[src/rtl/if_fetch_unit.sv]
// Instruction-fetch stage: program counter, I-cache address and IF/ID latch.
// The optional perf counters are built in when IF_PERF_CNT_EN is defined.
module if_fetch_unit #(
  parameter logic [15:0] RESET_PC = 16'h0000
) (
  input  logic        clk,
  input  logic        rst,
  input  logic        stall,
  input  logic        jump,
  input  logic [15:0] jump_target,
  input  logic        i_hit,
  input  logic [15:0] instr_i,
  output logic [15:0] i_addr,
  output logic        i_rd_en,
  output logic [15:0] instr_id,
  output logic [15:0] pc_id,
  output logic [15:0] pc_plus1_id,
  output logic        valid_id
`ifdef IF_PERF_CNT_EN
  ,
  input  logic        perf_clr,
  output logic [15:0] perf_fetch_cnt,
  output logic [15:0] perf_miss_cnt
`endif
);

  typedef enum logic [1:0] {StBoot, StFetch, StMiss} state_e;

  localparam logic [15:0] Nop = 16'h0000;

  state_e      state_q, state_d;
  logic [15:0] pc_q, pc_d;
  logic [15:0] instr_id_q, instr_id_d;
  logic [15:0] pc_id_q, pc_id_d;
  logic [15:0] pc_plus1_id_q, pc_plus1_id_d;
  logic        valid_id_q, valid_id_d;

  always_comb begin
    state_d       = state_q;
    pc_d          = pc_q;
    instr_id_d    = instr_id_q;
    pc_id_d       = pc_id_q;
    pc_plus1_id_d = pc_plus1_id_q;
    valid_id_d    = valid_id_q;
    case (state_q)
      StBoot: begin
        // Boot cycle ignores stall and jump: bubble out, PC held.
        instr_id_d = Nop;
        valid_id_d = 1'b0;
        state_d    = StFetch;
      end
      StFetch, StMiss: begin
        if (jump) begin
          pc_d       = jump_target;
          instr_id_d = Nop;
          valid_id_d = 1'b0;
          state_d    = StFetch;
        end else if (stall) begin
          state_d = state_q;
        end else if (!i_hit) begin
          instr_id_d = Nop;
          valid_id_d = 1'b0;
          state_d    = StMiss;
        end else begin
          instr_id_d    = instr_i;
          pc_id_d       = pc_q;
          pc_plus1_id_d = pc_q + 16'd1;
          valid_id_d    = 1'b1;
          pc_d          = pc_q + 16'd1;
          state_d       = StFetch;
        end
      end
      default: begin
        state_d = StBoot;
      end
    endcase
  end

  always_ff @(posedge clk or posedge rst) begin
    if (rst) begin
      state_q       <= StBoot;
      pc_q          <= RESET_PC;
      instr_id_q    <= Nop;
      pc_id_q       <= RESET_PC;
      pc_plus1_id_q <= RESET_PC + 16'd1;
      valid_id_q    <= 1'b0;
    end else begin
      state_q       <= state_d;
      pc_q          <= pc_d;
      instr_id_q    <= instr_id_d;
      pc_id_q       <= pc_id_d;
      pc_plus1_id_q <= pc_plus1_id_d;
      valid_id_q    <= valid_id_d;
    end
  end

  assign i_addr      = pc_q;
  assign i_rd_en     = (state_q != StBoot);
  assign instr_id    = instr_id_q;
  assign pc_id       = pc_id_q;
  assign pc_plus1_id = pc_plus1_id_q;
  assign valid_id    = valid_id_q;

`ifdef IF_PERF_CNT_EN
  logic        fetch_load, miss_cycle;
  logic [15:0] fetch_cnt_q, fetch_cnt_d;
  logic [15:0] miss_cnt_q, miss_cnt_d;

  // Stall and jump already exclude both events, so counters hold during stall.
  assign fetch_load = (state_q != StBoot) && !jump && !stall && i_hit;
  assign miss_cycle = (state_q != StBoot) && !jump && !stall && !i_hit;

  always_comb begin
    fetch_cnt_d = fetch_cnt_q;
    miss_cnt_d  = miss_cnt_q;
    if (perf_clr) begin
      fetch_cnt_d = 16'h0000;
      miss_cnt_d  = 16'h0000;
    end else begin
      if (fetch_load && (fetch_cnt_q != 16'hFFFF)) fetch_cnt_d = fetch_cnt_q + 16'd1;
      if (miss_cycle && (miss_cnt_q != 16'hFFFF)) miss_cnt_d = miss_cnt_q + 16'd1;
    end
  end

  always_ff @(posedge clk or posedge rst) begin
    if (rst) begin
      fetch_cnt_q <= 16'h0000;
      miss_cnt_q  <= 16'h0000;
    end else begin
      fetch_cnt_q <= fetch_cnt_d;
      miss_cnt_q  <= miss_cnt_d;
    end
  end

  assign perf_fetch_cnt = fetch_cnt_q;
  assign perf_miss_cnt  = miss_cnt_q;
`endif

endmodule

[config.mk]
export PLATFORM = sky130hd
export DESIGN_NAME = if_fetch_unit
export DESIGN_NICKNAME = d
export VERILOG_FILES = /design/src/rtl/if_fetch_unit.sv
export SDC_FILE = /design/constraint.sdc
export NUM_CORES = 1
export LEC_CHECK = 0
export BUFFER_PORTS_ARGS = -buffer_cell sky130_fd_sc_hd__buf_2
export CAP_MARGIN = 40
export CORE_MARGIN = 5
export CORE_UTILIZATION = 46
export DETAILED_ROUTE_END_ITERATION = 8
export PLACE_DENSITY = 0.76
export SLEW_MARGIN = 20
export SYNTH_ARGS = -nofsm -noshare
export SYNTH_HDL_FRONTEND = slang
export SYNTH_SLANG_ARGS = --single-unit
export TNS_END_PERCENT = 30
[constraint.sdc]
create_clock -name clk -period 1.7 [get_ports clk]
set_input_delay 0.17 -clock clk [delete_from_list [all_inputs] [get_ports clk]]
set_output_delay 0.17 -clock clk [all_outputs]
set_load 0.01 [all_outputs]
# ---- Word-level counts from Yosys, hierarchy flattened
# Index checks and enable logic that the tools add are counted.
# W data, S select, Z words.
dict set report op_classes {
  n_shift 0
  eq_ne 4
  n_mux 15
  reduce_logical 8
  n_div 0
  multipliers 0
  n_lt_le_gt_ge 0
  bitwise_logic 2
  addsub 1
}
# cell n
set ops {}
lappend ops {{$mux W16} 6}
lappend ops {{$pmux W16 S2} 1}
lappend ops {{$add A16 B1 Y16 const B} 1}
lappend ops {{$mux W2} 3}
lappend ops {{$reduce_bool A2 Y1} 3}
lappend ops {{$pmux W2 S2} 1}
lappend ops {{$reduce_and A4 Y1} 1}
lappend ops {{$mux W1} 3}
lappend ops {{$ne A3 B3 Y1 const B} 1}
lappend ops {{$reduce_and A3 Y1} 1}
lappend ops {{$eq A2 B1 Y1 const B} 1}
lappend ops {{$eq A2 B2 Y1 const B} 1}
lappend ops {{$logic_not A2 Y1} 1}
lappend ops {{$ne A2 B1 Y1 const B} 1}
lappend ops {{$not A1 Y1} 2}
lappend ops {{$pmux W1 S2} 1}
lappend ops {{$reduce_and A2 Y1} 1}
lappend ops {{$reduce_or A2 Y1} 1}
dict set report totals {
  latchBits 0
  rom_bits 0
  output_inout_bits 66
  ff_bits 67
  mem_count 0
  ram_bits 0
  in_bits 37
}

# ---- Depth between registers and ports, before layout
# Gate-level depths: netlist of the first run.
dict set report depth {
  ltp_word 4
  mapped_depth 8
  ltp_nobuf 6
}

# ---- Worst setup path after synthesis of the first run
# OpenSTA, ideal clock, no wires.
dict set report synth_timing {
  path_type {reg2reg}
  from {reg pc_q[0] (netlist: i_addr[0])}
  to {reg pc_q[14] (netlist: i_addr[14])}
  n_path_buf 0
  path_stages_with_launch 6
  setup_time_ns 0.080
  required_ns 1.620
  path_slack_ns -0.159
  t_arrival_ns 1.779
  cell_sequence {dfrtp_1 > ha_1 > nand3_4 > or4_4 > a32o_1 > nor3_2}
}
dict set report synth_between {
  elab_chain_len 4
}
# item line
set synth_lines {}
lappend synth_lines {{start: declaration} 32} ;# logic [15:0] pc_q, pc_d;
lappend synth_lines {{start signal: assignment} 89} ;# pc_q <= pc_d;
lappend synth_lines {{$add A16 B1 Y16} 69} ;# pc_d = pc_q + 16'd1;
lappend synth_lines {{$mux W16} 60} ;# end else if (!i_hit) begin
lappend synth_lines {{$mux W16} 58} ;# end else if (stall) begin
lappend synth_lines {{$mux W16} 53} ;# if (jump) begin
# Every way passes these cells. The select of a mux whose other input is x is not followed.
# A chain may end at the register's enable or synchronous reset.

# ---- Final worst setup path of the first run
# Same ends and word-level chain as after synthesis.

==> reports/results.ini, run 1 <==
[route]
ant_nets = 0
wirelength_um = 8430
drt_iter0_drc = 157
viasPerCell = 5.33
wl_per_cell_um = 15.4
first_pass_iters = 5
drc = 0
vias = 2911

[clock_tree]
numCtsBuffers = 9
clockBufferDepth = 2
insertion_delay_ns = 0.35
clkSlewWorstSetupHoldPaths_ns = 0.08
cts.sinks = 67
cts_tree = done
root_buffer = clkbuf_8
htree_levels = 3

[worst_setup_path]
worstSetupEndpointType = flip-flop
crit_type = flip-flop to flip-flop
reg2reg_depth = 5
rrSetupSlack_ns = 0.03
cp_max_fo = 4
cp-start-kind = flip-flop
timing.rr.end = i_addr[14]$_DFFE_PP0P_
cp.required_ns = 1.97
r2r-start = i_addr[0]$_DFFE_PP0P_
cp.arrival_ns = 1.93
max_stage_delay_ns = 0.55
critPathSlowestCell = or4_4
cp_cell_sequence = ha_4 > nand3_4 > or4_4 > a32o_1 > nor3_2

[layout]
n_antenna_cell = 0
final_common_cell = buf_2
drive_gt1_share_pct = 38.6
layout_common_cells = buf_2 (102), nand2_1 (67), dfrtp_1 (64), buf_4 (36), o21ai_0 (27)
synthToLayoutAreaGrowth_pct = 37.2
layout.cells.non_filler = 546
fill_cells = 566
final_core_util_pct = 64.7
final_nets = 501

[die]
die_width_um = 93.2
coreArea_um2 = 6760
row_count = 30
initial_utilization_pct = 47.1
die_y_um = 93.2
io_pins = 103
die_area_um2 = 8690

[logic_synthesis]
syn_area_um2 = 3190
synth.distinct_cells = 55
synth_top_family_by_area = simple AND/OR/NAND/NOR gates
synth-async-reset-ratio_pct = 100
synth_simple_gate_area_share_pct = 19.9
synth_compound_area_share_pct = 17.0
yosys-top-cells-area = dfrtp_1 (52%), nand2_1 (7.9%), o21ai_0 (4.6%)
avgSynthCellArea_um2 = 9.65
netlist_instances = 330
synth_edf_count = 0
yosysTopAreaCellShare_pct = 51.8
syn_nets = 370
synthAdderAreaFrac_pct = 1.18
muxShareOfSynthArea_pct = 0.982
synth-seq-cells = 67
yosysWarnings = 0
synth-xor-area-share_pct = 3.57
yosysTopAreaCell = dfrtp_1
ys.flop_type = dfrtp_1
yosysSeqAreaShare_pct = 52.7

[timing]
max_slew_margin_pct = 70.4
skew_ns = 0.0106
maxClockFrequency_ghz = 0.600
post-route-period-util_pct = 98.0
min_period_ns = 1.67
rsz0062_at_grt = yes
worst_slew_pin_slew_ns = 0.443
setup_viol = 0
maxSlewViolCount = 0
hold_viol = 0

[run]
cap_violations = 0

[min_path]
hold_path.class = primary input to flip-flop
holdCritStartpoint = instr_i[14]
holdPathEnd = instr_id[14]$_DFFE_PP0P_
hold-path-cell-count = 2

[placed_design]
placedCellCount = 521
dpl.hpwl_um = 6160
gp_congestion = 0.832
io_buffers = 102

[pwr]
max-vdd-ir-drop_mv = 0.692
powerDensity_nw_per_um2 = 1730
power.leakage_nw = 2.20

[global_routing]
first_global_vias = 2965
grt_start_max_net_pins = 49
grt_pass1_wl_um = 13700
antenna_found_initial = 0
grt-ovfl-total = 0
grt.total_usage_pct = 20.0

[status]
status = finished clean

through the flow:
stage          setup TNS [ns]  area [µm²]  setup WS [ns]  total power [mW]  hold WS, ns
2_1_floorplan           -1.12        3190         -0.130              4.42        0.310
3_3_place_gp                0        4010         0.0136              5.80        0.195
3_5_place_dp           -0.235        4010        -0.0763              5.92        0.202
4_1_cts                     0        4280        0.00334              7.49       0.0308
5_1_grt              -0.00887        4370       -0.00680              8.11       0.0295
6_report                    0        4370         0.0338              7.58       0.0395
report_power, final:
group	internal (mW)	switching (mW)	leakage, nW	total (mW)
Clock	0.904	0.596	0.113	1.50
Sequential	2.22	0.425	0.853	2.64
Combinational	1.57	1.86	1.23	3.44
Total	4.69	2.88	2.20	7.58
state kept, by name (all words and copies together) (netlist names):
name         count
pc_plus1_id     16
pc_id           16
i_addr          16
instr_id        16
valid_id         1
state_q          2
cells by family after synthesis:
group,after synthesis
and+or+nand+nor,127
muxes,3
adders and majority gates,3
buffers and inverters,35
xor gates and xnor gates,13
AOI/OAI and AO/OA,82
DFF,67
worst max-delay path, delay by kind of cell (launching register included):
family | cells | cell delay [ns]
compound gates | 1 | 0.23
fa+ha+maj | 1 | 0.16
flops | 1 | 0.43
simple gates | 3 | 0.77
what timing repair did:
item / in CTS / in global routing
pin swaps: 1 / 4
buffers inserted: 2 / 5
cloned: 0 / 1
hold endpoints to repair: 18 / 0
resized for setup: 4 / 13
hold buffers: 1 / 0
endpoints found under the setup margin: 28 / 55
Yosys cell counts (all sizes together) (2+ instances only):
cell type,count
nand2,67
dfrtp,66
o21ai,31
clkbuf,20
a22o,16
nor2,15
nand3,11
a21oi,10
xnor2,10
inv,9
nor3,9
buf,6
nor4,6
a22oi,3
ha,3
nor2b,3
o22ai,3
o2bb2ai,3
or4,3
xor2,3
a21boi,2
a31oi,2
and3,2
mux2i,2
nand3b,2
nand4,2
o221ai,2
or3,2
metal layers:
layer | up-vias | GRT usage (%) | wire length [µm]
met5 | - | 0 | 0
met4 | 0 | 8.06 | 150
met3 | 12 | 6.52 | 628
met2 | 92 | 32.6 | 4060
met1 | 1383 | 24.5 | 3580
li1 | 1424 | - | -
worst max-delay path by stage:
| stage | startpoint | endpoint | slack [ns] | cells past startpoint |
|---|---|---|---|---|
| after global routing | i_addr[0]$_DFFE_PP0P_ | i_addr[8]$_DFFE_PP0P_ | -0.007 | 6 |
| after CTS | state_q[0]$_DFFE_PP0P_ | pc_plus1_id[15]$_DFFE_PP0P_ | 0.003 | 7 |
| after floorplan | i_addr[0]$_DFFE_PP0P_ | i_addr[14]$_DFFE_PP0P_ | -0.13 | 5 |
| final | i_addr[0]$_DFFE_PP0P_ | i_addr[14]$_DFFE_PP0P_ | 0.03 | 5 |
| after detailed placement | state_q[0]$_DFFE_PP0P_ | i_addr[12]$_DFFE_PP0P_ | -0.08 | 5 |
| after global placement | state_q[1]$_DFFE_PP0P_ | pc_id[15]$_DFFE_PP0P_ | 0.01 | 6 |
area by class of cell:
class	count	area (µm²)	share of cell area, %
multi-input combinational	228	1430	32.8
inverter	9	37.5	0.859
clock inverter	4	72.6	1.66
clock buffer	12	155	3.55
sequential	67	1680	38.4
timing repair buffer	146	892	20.4
tap	80	100	2.29
(Power assumes the default switching activity.)
==> inputs of run 2 (changes only) <==
--- a/config.mk
+++ b/config.mk
@@ -10,6 +10,7 @@
 export CORE_MARGIN = 5
 export CORE_UTILIZATION = 46
 export DETAILED_ROUTE_END_ITERATION = 8
+export GPL_TIMING_DRIVEN = 0
 export PLACE_DENSITY = 0.76
 export SLEW_MARGIN = 20
 export SYNTH_ARGS = -nofsm -noshare
==> run 2 against run 1 <==
Against the previous run:
- non-clock buffer count increased by 7
- total power increased by 0.35%
- cell area increased by 0.77%
- first-iteration DRC count increased by 22%
- fmax decreased by 0.52%
- global-route usage increased by 0.42 points
- clock power about the same
- worst hold slack improved by 0.0029 ns
- routed wire length increased by 6.7%
- critical path type unchanged
==> reports/results.ini, run 2 (synthesis results as in run 1) <==
[worst_setup_path]
cp_cell_sequence = buf_4 > nand4_1 > or4_4 > a32o_1 > nor3_2  ; was ha_4 > nand3_4 > or4_4 > a32o_1 > nor3_2
r2r-start = i_addr[8]$_DFFE_PP0P_  ; was i_addr[0]$_DFFE_PP0P_
cp.arrival_ns = 1.95  ; was 1.93 ns
reg2reg_depth = 5  ; unchanged
cp.required_ns = 1.97  ; about the same
worstSetupEndpointType = flip-flop  ; unchanged
critPathSlowestCell = or4_4  ; unchanged
timing.rr.end = i_addr[14]$_DFFE_PP0P_  ; unchanged
crit_type = flip-flop to flip-flop  ; unchanged
cp-start-kind = flip-flop  ; unchanged
rrSetupSlack_ns = 0.03  ; about the same
max_stage_delay_ns = 0.54  ; was 0.55 ns
cp_max_fo = 7  ; was 4

[placed_design]
placedCellCount = 514  ; was 521
dpl.hpwl_um = 6390  ; was 6160 µm
dpl_cell_area_um2 = 3850  ; was 4010 µm²
io_buffers = 102  ; unchanged
dp_slack_ns = -0.487  ; was -0.0763 ns
gp_congestion = 0.887  ; was 0.832

[route]
drc = 0  ; unchanged
first_pass_iters = 4  ; was 5
viasPerCell = 5.39  ; was 5.33
wirelength_um = 8990  ; was 8430 µm
wl_per_cell_um = 16.3  ; was 15.4 µm
vias = 2981  ; was 2911
drt_iter0_drc = 192  ; was 157
ant_nets = 0  ; unchanged

[global_routing]
grt.total_usage_pct = 20.4  ; was 20.0%
grt-ovfl-total = 0  ; unchanged
grt_pass1_wl_um = 14000  ; was 13700 µm
antenna_found_initial = 1  ; was 0
first_global_vias = 3027  ; was 2965
grt_start_max_net_pins = 29  ; was 49

[timing]
maxSlewViolCount = 0  ; unchanged
fin_hold_ws_ns = 0.0424  ; was 0.0395 ns
setup_viol = 0  ; unchanged
setup_ws_ns = 0.0251  ; was 0.0338 ns
worst_slew_pin_slew_ns = 0.532  ; was 0.443 ns
post-route-period-util_pct = 98.5  ; was 98.0%
min_period_ns = 1.67  ; about the same
tns_ns = 0  ; unchanged
skew_ns = 0.0121  ; was 0.0106 ns
max_slew_margin_pct = 64.5  ; was 70.4%
maxClockFrequency_ghz = 0.597  ; was 0.600 GHz
hold_viol = 0  ; unchanged

[layout]
final_common_cell = buf_2  ; unchanged
synthToLayoutAreaGrowth_pct = 38.3  ; was 37.2%
final_core_util_pct = 65.2  ; was 64.7%
fill_cells = 559  ; was 566
seqCellArea_um2 = 1690  ; was 1680 µm²
final_nets = 508  ; was 501
finish.instance_area_um2 = 4400  ; was 4370 µm²
multi_input_comb_area_um2 = 1450  ; was 1430 µm²
drive_gt1_share_pct = 39.1  ; was 38.6%
layout.cells.non_filler = 553  ; was 546
layout_common_cells = buf_2 (103), nand2_1 (67), dfrtp_1 (60), buf_4 (30), o21ai_0 (26)  ; was buf_2 (102), nand2_1 (67), dfrtp_1 (64), buf_4 (36), o21ai_0 (27)
n_antenna_cell = 0  ; unchanged

[clock_tree]
root_buffer = clkbuf_8  ; unchanged
numCtsBuffers = 9  ; unchanged
insertion_delay_ns = 0.35  ; about the same
cts_tree = done  ; unchanged
cts.sinks = 67  ; unchanged
htree_levels = 3  ; unchanged
clockBufferDepth = 2  ; unchanged
clkSlewWorstSetupHoldPaths_ns = 0.08  ; about the same

[die]
die_area_um2 = 8690  ; unchanged
initial_utilization_pct = 47.1  ; unchanged
io_pins = 103  ; unchanged
die_y_um = 93.2  ; unchanged
die_width_um = 93.2  ; unchanged
row_count = 30  ; unchanged
coreArea_um2 = 6760  ; unchanged

[status]
status = finished clean  ; unchanged

[pwr]
power.leakage_nw = 2.20  ; about the same
power.total_mw = 7.61  ; was 7.58 mW
powerDensity_nw_per_um2 = 1730  ; about the same
max-vdd-ir-drop_mv = 0.696  ; was 0.692 mV

[min_path]
hold-path-cell-count = 2  ; unchanged
hold_path.class = primary input to flip-flop  ; unchanged
holdPathEnd = instr_id[1]$_DFFE_PP0P_  ; was instr_id[14]$_DFFE_PP0P_
holdCritStartpoint = instr_i[1]  ; was instr_i[14]

[run]
cap_violations = 0  ; unchanged

## run 2: worst max-delay path by stage
| stage | startpoint | to | slack [ns] | depth (start not counted) |
|---|---|---|---|---|
| 2_1_floorplan | i_addr[0]$_DFFE_PP0P_ | i_addr[14]$_DFFE_PP0P_ | -0.13 | 5 |
| 3_3_place_gp | state_q[1]$_DFFE_PP0P_ | instr_id[1]$_DFFE_PP0P_ | -0.43 | 6 |
| 3_5_place_dp | state_q[1]$_DFFE_PP0P_ | instr_id[3]$_DFFE_PP0P_ | -0.49 | 6 |
| 4_1_cts | i_addr[3]$_DFFE_PP0P_ | i_addr[11]$_DFFE_PP0P_ | -0.11 | 4 |
| 5_1_grt | state_q[1]$_DFFE_PP0P_ | i_addr[6]$_DFFE_PP0P_ | -0.06 | 6 |
| 6_report | i_addr[8]$_DFFE_PP0P_ | i_addr[14]$_DFFE_PP0P_ | 0.03 | 5 |
## run 2: worst max-delay path, delay by kind of cell, from the launching register on
family	cells	cell delay, ns
buf+inv	1	0.17
simple gates	3	0.82
flops	1	0.37
compound gates	1	0.24
## run 2: area by class of cell
type / instances / share of cell area, %
buffer: 25 / 3.75
clock buffer: 10 / 3.13
clock inverter: 6 / 2.02
inverter: 9 / 0.852
multi-input combinational: 228 / 32.9
sequential: 67 / 38.3
tap: 80 / 2.27
timing repair buffer: 128 / 16.8
## run 2: routing by layer
layer / global-route usage, % / routed length (µm) / vias up
met4: 9.16 / 151 / 2
met2: 33.4 / 4390 / 115
met1: 25.4 / 3690 / 1412
met5: 0 / 7 / -
met3: 5.39 / 752 / 19
li1: - / - / 1433
## run 2: repair_timing
| item | in CTS | in global routing |
|---|---|---|
| pin swaps | 4 | 6 |
| resized for setup | 30 | 26 |
| setup endpoints to repair | 62 | 49 |
| hold buffers | 1 | 0 |
| hold endpoints to repair | 19 | 0 |
| setup buffers | 5 | 18 |
## run 2: power by group
group          total [mW]  switching, mW  leakage, nW  internal [mW]
clock network        1.51          0.640        0.108          0.865
logic                3.45           1.90         1.24           1.55
registers            2.65          0.429        0.848           2.23
total                7.61           2.97         2.20           4.64
==> inputs of run 3 (changes only) <==
--- a/config.mk
+++ b/config.mk
@@ -8,10 +8,10 @@
 export BUFFER_PORTS_ARGS = -buffer_cell sky130_fd_sc_hd__buf_2
 export CAP_MARGIN = 40
 export CORE_MARGIN = 5
-export CORE_UTILIZATION = 46
+export CORE_UTILIZATION = 51
 export DETAILED_ROUTE_END_ITERATION = 8
 export GPL_TIMING_DRIVEN = 0
-export PLACE_DENSITY = 0.76
+export PLACE_DENSITY = 0.8
 export SLEW_MARGIN = 20
 export SYNTH_ARGS = -nofsm -noshare
 export SYNTH_HDL_FRONTEND = slang
==> constraint.sdc (replaced) <==
create_clock -name clk -period 1.65 [get_ports clk]
set_input_delay 0.165 -clock clk [delete_from_list [all_inputs] [get_ports clk]]
set_output_delay 0.165 -clock clk [all_outputs]
set_load 0.01 [all_outputs]
==> run 3 against run 2 <==
Against the previous run:
- the run now ends with negative setup slack left
- clock skew hardly changed
- utilization grew 7.6 points
- fmax fell by 1.9%
- global-route usage up 2.6 points
- non-clock buffer count fell by 5
- via count increased by 3.2%
- cell area shrank 1.0%
==> reports/results.ini, run 3 (synthesis results as in run 1) <==
[status]
status = finished with violations  ; was finished clean
violations = negative setup slack

[timing]
max_slew_margin_pct = 62.3  ; was 64.5%
setup_viol = 3  ; was 0
min_period_ns = 1.71  ; was 1.67 ns
tns_ns = -0.126  ; was 0 ns
hold_viol = 0  ; unchanged
maxSlewViolCount = 0  ; unchanged
maxClockFrequency_ghz = 0.586  ; was 0.597 GHz
post-route-period-util_pct = 103  ; was 98.5%
skew_ns = 0.0123  ; was 0.0121 ns
rsz0062_at_grt = yes
fin_hold_ws_ns = 0.0438  ; was 0.0424 ns
setup_ws_ns = -0.0570  ; was 0.0251 ns
worst_slew_pin_slew_ns = 0.565  ; was 0.532 ns

[global_routing]
grt.total_usage_pct = 23.0  ; was 20.4%
grt-ovfl-total = 0  ; unchanged
grt_pass1_wl_um = 13800  ; was 14000 µm
first_global_vias = 2845  ; was 3027
antenna_found_initial = 0  ; was 1
grt_start_max_net_pins = 29  ; unchanged

[worst_setup_path]
worstSetupEndpointType = flip-flop  ; unchanged
cp_max_fo = 10  ; was 7
cp.arrival_ns = 1.96  ; was 1.95 ns
cp.required_ns = 1.90  ; was 1.97 ns
crit_type = flip-flop to flip-flop  ; unchanged
rrSetupSlack_ns = -0.06  ; was 0.03 ns
cp-start-kind = flip-flop  ; unchanged

[pwr]
power.leakage_nw = 2.17  ; was 2.20 nW
max-vdd-ir-drop_mv = 0.903  ; was 0.696 mV
powerDensity_nw_per_um2 = 1750  ; was 1730 nW/µm²
power.total_mw = 7.62  ; was 7.61 mW

[layout]
multi_input_comb_area_um2 = 1490  ; was 1450 µm²
final_common_cell = buf_2  ; unchanged
layout_common_cells = buf_2 (106), nand2_1 (67), dfrtp_1 (61), o21ai_0 (25), buf_4 (22)  ; was buf_2 (103), nand2_1 (67), dfrtp_1 (60), buf_4 (30), o21ai_0 (26)
fill_cells = 439  ; was 559
layout.cells.non_filler = 543  ; was 553
final_core_util_pct = 72.8  ; was 65.2%
final_nets = 503  ; was 508
drive_gt1_share_pct = 40.0  ; was 39.1%
n_antenna_cell = 0  ; unchanged
finish.instance_area_um2 = 4360  ; was 4400 µm²
synthToLayoutAreaGrowth_pct = 36.8  ; was 38.3%
seqCellArea_um2 = 1680  ; was 1690 µm²

[die]
die_width_um = 89.0  ; was 93.2 µm
die_y_um = 89.0  ; was 93.2 µm
die_area_um2 = 7930  ; was 8690 µm²
coreArea_um2 = 5990  ; was 6760 µm²
row_count = 28  ; was 30
io_pins = 103  ; unchanged
initial_utilization_pct = 53.2  ; was 47.1%

[clock_tree]
cts_tree = done  ; unchanged
numCtsBuffers = 9  ; unchanged
clockBufferDepth = 2  ; unchanged
cts.sinks = 67  ; unchanged
root_buffer = clkbuf_8  ; unchanged
htree_levels = 3  ; unchanged
clkSlewWorstSetupHoldPaths_ns = 0.08  ; about the same
insertion_delay_ns = 0.34  ; was 0.35 ns

[run]
cap_violations = 0  ; unchanged

[placed_design]
gp_congestion = 0.912  ; was 0.887
placedCellCount = 509  ; was 514
io_buffers = 102  ; unchanged
dp_slack_ns = -0.491  ; was -0.487 ns
dpl.hpwl_um = 6270  ; was 6390 µm
dpl_cell_area_um2 = 3840  ; was 3850 µm²

[route]
ant_nets = 0  ; unchanged
wl_per_cell_um = 16.9  ; was 16.3 µm
first_pass_iters = 5  ; was 4
viasPerCell = 5.66  ; was 5.39
drt_iter0_drc = 464  ; was 192
vias = 3076  ; was 2981
drc = 0  ; unchanged
wirelength_um = 9160  ; was 8990 µm

[min_path]
hold_path.class = primary input to flip-flop  ; unchanged

==> run 3: cell count changes in the layout (fill, tap and decap cells not counted), sizes merged <==
cell / delta
clkbuf: +1
clkinvlp: -2
bufinv: -1
buf: -3
==> run 3: repair_timing <==
item                                    CTS  global route
gates resized for setup                  37            28
buffers inserted                          7            11
hold buffers                              1             0
endpoints found under the setup margin   66            45
pin swaps                                 5             9
hold endpoints to repair                 11             0
==> run 3: critical path: stages (launching register included) <==
cell,delay (ns)
dfrtp_2,0.44
nand3_2,0.17
buf_2,0.24
o41ai_2,0.33
o221ai_1,0.22
a41oi_1,0.21
==> run 3: final timing paths <==
kind / from / to / depth (start not counted)
max: i_addr[6]$_DFFE_PP0P_ / i_addr[10]$_DFFE_PP0P_ / 5
min: instr_i[11] / instr_id[11]$_DFFE_PP0P_ / 2
max reg2reg: i_addr[6]$_DFFE_PP0P_ / i_addr[10]$_DFFE_PP0P_ / 5
min reg2reg: pc_id[11]$_DFFE_PP0P_ / pc_id[11]$_DFFE_PP0P_ / 2
max in group asynchronous: rst / pc_plus1_id[0]$_DFFE_PP1P_ / 4
min in group asynchronous: rst / i_addr[3]$_DFFE_PP0P_ / 3
==> run 3: final cells by class <==
| type | instances | area share [%] |
|---|---|---|
| sequential | 67 | 38.6 |
| buffer | 25 | 3.76 |
| inverter | 9 | 0.861 |
| tap | 75 | 2.15 |
| timing repair buffer | 123 | 16.0 |
| multi-input combinational | 228 | 34.2 |
| clock buffer | 13 | 3.42 |
| clock inverter | 3 | 0.918 |
==> run 3: power by group <==
group	internal (mW)	switching [mW]	total [mW]
registers	2.29	0.469	2.76
logic	1.55	1.99	3.54
clock network	0.736	0.587	1.32
==> run 3: routing by layer <==
layer | share of wire (%) | up-vias | GRT usage [%] | wire length [µm]
met4 | 3.1 | 0 | 10.6 | 283
met3 | 9.2 | 32 | 4.42 | 839
li1 | - | 1424 | - | -
met2 | 46 | 179 | 35.1 | 4220
met1 | 42 | 1441 | 31.9 | 3820
met5 | 0 | - | 0 | 0
